**config.mk**
```make
export PLATFORM = sky130hd
export DESIGN_NAME = instr_fetch
export DESIGN_NICKNAME = d
export VERILOG_FILES = /design/src/rtl/mips_pkg.sv /design/src/rtl/fetch_pc_sel.sv /design/src/rtl/instr_fetch.sv
export SDC_FILE = /design/constraint.sdc
export NUM_CORES = 1
export LEC_CHECK = 0
export ABC_AREA = 0
export CAP_MARGIN = 15
export CORE_MARGIN = 1.5
export CORE_UTILIZATION = 48
export DETAILED_ROUTE_END_ITERATION = 12
export HOLD_SLACK_MARGIN = 0.05
export PLACE_DENSITY_LB_ADDON = 0.08
export SYNTH_ARGS = -nofsm -noshare
export SYNTH_HDL_FRONTEND = slang
export SYNTH_HIERARCHICAL = 1
export SYNTH_SLANG_ARGS = --single-unit
export TNS_END_PERCENT = 100
```
**constraint.sdc**
```tcl
create_clock -name clk -period 3.75 [get_ports clk]
set_input_delay 0.75 -clock clk [delete_from_list [all_inputs] [get_ports clk]]
set_output_delay 0.75 -clock clk [all_outputs]
set_load 0.05 [all_outputs]
```
**src/rtl/mips_pkg.sv**
```systemverilog
// mips_pkg: shared fetch-stage types and constants.
package mips_pkg;
    typedef enum logic [1:0] {IDLE, FETCH, DRAIN, HOLD} fetch_state_t;
    localparam logic [31:0] DEFAULT_RESET_PC = 32'h0000_3000;
    localparam logic [31:0] WORD_BYTES = 32'd4;
endpackage

```
**src/rtl/fetch_pc_sel.sv**
```systemverilog
// fetch_pc_sel: next-PC select with word-aligned redirect and modulo +4 advance.
module fetch_pc_sel
    import mips_pkg::*;
(
    input  logic [31:0] pc,
    input  logic        redirect,
    input  logic [31:0] redirect_pc,
    input  logic        advance,
    output logic [31:0] pc_next
);
    assign pc_next = redirect ? (redirect_pc & ~32'h3) : advance ? pc + WORD_BYTES : pc;
endmodule

```
**src/rtl/instr_fetch.sv**
```systemverilog
// instr_fetch: owns the PC, fetches words over req/ack and presents them to the decoder.
module instr_fetch
    import mips_pkg::*;
#(
    parameter logic [31:0] RESET_PC = DEFAULT_RESET_PC
) (
    input  logic        clk,
    input  logic        rst_n,
    output logic        imem_req,
    output logic [31:0] imem_addr,
    input  logic        imem_ack,
    input  logic [31:0] imem_rdata,
    output logic        instr_valid,
    input  logic        instr_ready,
    output logic [31:0] instruction,
    output logic [31:0] pc_out,
    output logic [31:0] pc_plus4,
    input  logic        redirect,
    input  logic [31:0] redirect_pc
);
    fetch_state_t state, state_next;
    logic [31:0] pc, pc_next, req_addr, instr_reg;
    logic advance;

    assign advance = state == HOLD && instr_ready && !redirect;

    fetch_pc_sel u_pc_sel (
        .pc          (pc),
        .redirect    (redirect),
        .redirect_pc (redirect_pc),
        .advance     (advance),
        .pc_next     (pc_next)
    );

    // A redirected request that is still unacked is drained from req_addr so the bus address stays put.
    always_comb begin
        state_next  = state == IDLE  ? FETCH :
                      state == FETCH ? (imem_ack && !redirect ? HOLD : !imem_ack && redirect ? DRAIN : FETCH) :
                      state == DRAIN ? (imem_ack ? FETCH : DRAIN) :
                      (redirect || instr_ready ? FETCH : HOLD);
        imem_req    = state == FETCH || state == DRAIN;
        imem_addr   = state == DRAIN ? req_addr : pc;
        instr_valid = state == HOLD;
    end

    always_ff @(posedge clk) begin
        if (!rst_n) begin
            state     <= IDLE;
            pc        <= RESET_PC;
            req_addr  <= RESET_PC;
            instr_reg <= '0;
        end else begin
            state <= state_next;
            pc    <= pc_next;
            if (state == FETCH) req_addr <= pc;
            if (state == FETCH && imem_ack && !redirect) instr_reg <= imem_rdata;
        end
    end

    assign instruction = instr_reg;
    assign pc_out      = pc;
    assign pc_plus4    = pc + WORD_BYTES;
endmodule

```
==> results.sh, run 1 <==
export IMPL_yosysTopAreaCell="dfxtp_1"
export IMPL_drive_gt1_frac=0.1183
export IMPL_cts_tree="done"
export IMPL_clk_latency_ns=0.37
export IMPL_postSynthNetCount=713
export IMPL_grt_antenna_before_repair=0
export IMPL_dr_total_vias=5420
export IMPL_gp_congestion=0.8501
export IMPL_cp_cell_sequence="nand3_1 > nor4_4 > nand4_1 > xnor2_1 > clkdlybuf4s50_1"
export IMPL_grtUsageMet2=0.4982
export IMPL_grt_most_used_layer="met2"
export IMPL_powerDensity_mw_per_mm2=341.0
export IMPL_ant_nets=0
export IMPL_viasPerCell=5.548
export IMPL_critPathCaptureType="output port"
export IMPL_track_usage=0.2775
export IMPL_postRouteWirelength_um=16280
export IMPL_slew_headroom=0.4209
export IMPL_synth_cell_types=46
export IMPL_fin_crit_sh=0.9522
export IMPL_fin_util=0.7138
export IMPL_first_global_vias=5236
export IMPL_grtUsageMet1=0.3245
export IMPL_synth_commonest_cells="nand2_1, dfxtp_1, nor2_1"
export IMPL_rsz0062_at_grt="no"
export IMPL_netlist_area_mm2=0.005301
export IMPL_fmax_ghz=0.2800
export IMPL_synth_area_per_cell_um2=8.322
export IMPL_critical_path_top_delay_family="simple AND/OR/NAND/NOR gates"
export IMPL_drt_iter0_markers=367
export IMPL_yosysWarnings=6
export IMPL_postCtsSetupRepairBufs=0
export IMPL_postSynth_asyncResetShare=0
export IMPL_worstPathMaxFanout=10
export IMPL_required_ns=3.00
export IMPL_clk_pin_slew_ns=0.09
export IMPL_worstMarginPinSlew_ns=0.8677
export IMPL_clockBufferDepth=2
export IMPL_port_buffers=196
export IMPL_clock_skew_final_ns=0.01277
export IMPL_setup_tns_ns=0
export IMPL_path_class="flop to output port"
export IMPL_die_w_um=108.1
export IMPL_row_count=38
export IMPL_antenna_cells=0
export IMPL_overflow=0
export IMPL_dr_pass1_iters=5
export IMPL_ys_ff_latch=98
export IMPL_core_mm2=0.01079
export IMPL_synth_top_area_frac=0.3701
export IMPL_die_area_mm2=0.01168
export IMPL_grt_pass1_wl_um=25700
export IMPL_synth_seq_area_share=0.3701
export IMPL_use_met3=0.07052
export IMPL_p_leak_nw=2.868
export IMPL_die_y_um=108.1
export IMPL_outcome="finished, final reports clean"
export IMPL_period_needed_ns=3.571
export IMPL_start_util=0.4912
export IMPL_hp_class="flop to flop"
export IMPL_cp_num_buf_inv=1
export IMPL_io_pins=199
export IMPL_finalSetupViolations=0
export IMPL_final_nets=908
export IMPL_drv_cap=0
export IMPL_drc=0
export IMPL_setup_worst_path_start_class="flop"
export IMPL_ys_flop_type="dfxtp_1"
export IMPL_synth_area_top_cells="dfxtp_1, nand2_1, mux2_2"
export IMPL_final_max_slew_viol_count=0
export IMPL_syn2layout_area_growth_pct=45.32
export IMPL_synth_most_common_cell="nand2_1"
export IMPL_hold_viol_final=0
export IMPL_htreeDepth=3
export IMPL_wl_per_cell_um=16.66
export IMPL_cts_num_sinks=98
export IMPL_clock_root_buffer="clkbuf_8"
export IMPL_syn_inst=637
export IMPL_synth_enable_flop_cells=0
export IMPL_slowest_delay_ns=0.83
export IMPL_crit_slowest_cell="clkdlybuf4s50_1"
export IMPL_worst_ep_arrival_time_ns=2.82
export IMPL_peakVddDrop_uv=237.1
export IMPL_dp_final_hpwl_um=11760
export IMPL_cts_buffers=9
export IMPL_grt_max_degree=44
-- worst reg2reg max path: stages (launching register included) --
cell and delay (ns):
dfxtp_1 0.38, ha_1 0.18, and3b_1 0.30, nand4_1 0.21, or3_1 0.57, or4_1 0.52, a31oi_1 0.17, and2_1 0.15
-- flip-flops by register name (all words and copies together), names as in the netlist --
name         cells
instruction     32
pc_out          32
req_addr        32
state            2
-- metrics by stage --
| step | cell area (um^2) | hold slack [ns] | total power [mW] | setup WS (ns) | cells |
|---|---|---|---|---|---|
| 6_report | 7704 | 0.4573 | 2.627 | 0.1791 | 977 |
| 5_1_grt | 7704 | 0.4785 | 2.731 | 0.05343 | 977 |
| 4_1_cts | 7696 | 0.4582 | 2.644 | 0.01642 | 977 |
| 3_5_place_dp | 7487 | 0.4462 | 1.929 | 0.4486 | 961 |
| 3_3_place_gp | 7487 | 0.4407 | 1.914 | 0.5117 | 961 |
| 2_1_floorplan | 5301 | 0.4355 | 1.626 | 0.3965 | 637 |
-- where the power goes --
group	switching (mW)	internal, mW	leakage [nW]
clock	0.387	0.333	0.0995
sequential	0.0393	1.09	0.801
combinational	0.481	0.300	1.97
-- worst paths after layout --
path	slack [ns]	end	startpoint	cells past startpoint
min reg2reg	0.46	instruction[1]$_SDFFE_PN0P_	instruction[1]$_SDFFE_PN0P_	2
min	0.46	instruction[1]$_SDFFE_PN0P_	instruction[1]$_SDFFE_PN0P_	2
max reg2reg	1.22	pc_out[22]$_SDFF_PN0_	state[1]$_SDFF_PP0_	7
max	0.18	pc_plus4[28]	pc_out[9]$_SDFF_PN0_	5
-- final cells by class --
class | count | area (um^2)
timing repair buffer | 226 | 2195
clock inverter | 6 | 71.32
clock buffer | 10 | 137.6
tap | 140 | 175.2
sequential | 98 | 1962
inverter | 12 | 45.04
multi-input combinational | 485 | 3118
fill | 875 | 3089
-- what timing repair did --
| action | CTS | global route |
|---|---|---|
| hold buffers | 0 | 0 |
| endpoints found under the setup margin | 0 | 6 |
| gates resized for setup | 0 | 3 |
-- metal layers --
metal,wire (um),share of wire
met5,0,0
met4,245,0.015
met3,1371,0.084
met2,8194,0.50
met1,6469,0.40
-- cell usage in the layout (no fill, tap or decap), types with 10 or more instances in the layout --
master	Yosys	layout
clkdlybuf4s50_1	0	190
nand2_1	103	103
dfxtp_1	98	98
nor2_1	51	50
a21oi_1	33	33
mux2i_1	33	33
buf_4	2	33
and2_1	31	31
nand3_1	30	30
mux2_2	30	30
xnor2_1	28	28
nand4_1	16	16
o21ai_0	15	15
or4_1	15	15
xor2_1	12	12
a31oi_1	12	12
inv_1	11	11
clkbuf_8	0	10
o31ai_1	10	10
-- kinds of logic (layout without fill, tap and decap cells) --
logic type      Yosys count  in the layout  synth area share
fa+ha+maj                 7              7           0.01652
xor+xnor                 40             40           0.06609
compound gates           79             79           0.08709
buf+inv                  54            254           0.04413
flops                    98             98            0.3701
simple gates            296            296            0.2901
mux                      63             63            0.1260
Note: power is estimated with default switching activity, not from simulation.
==> run 2: changes to the inputs <==
- ABC_AREA: 0 -> default
- CTS_CLUSTER_SIZE: default -> 14
==> results of run 2 <==
No change in the layout: final DEF, timing and power equal those of run 1.
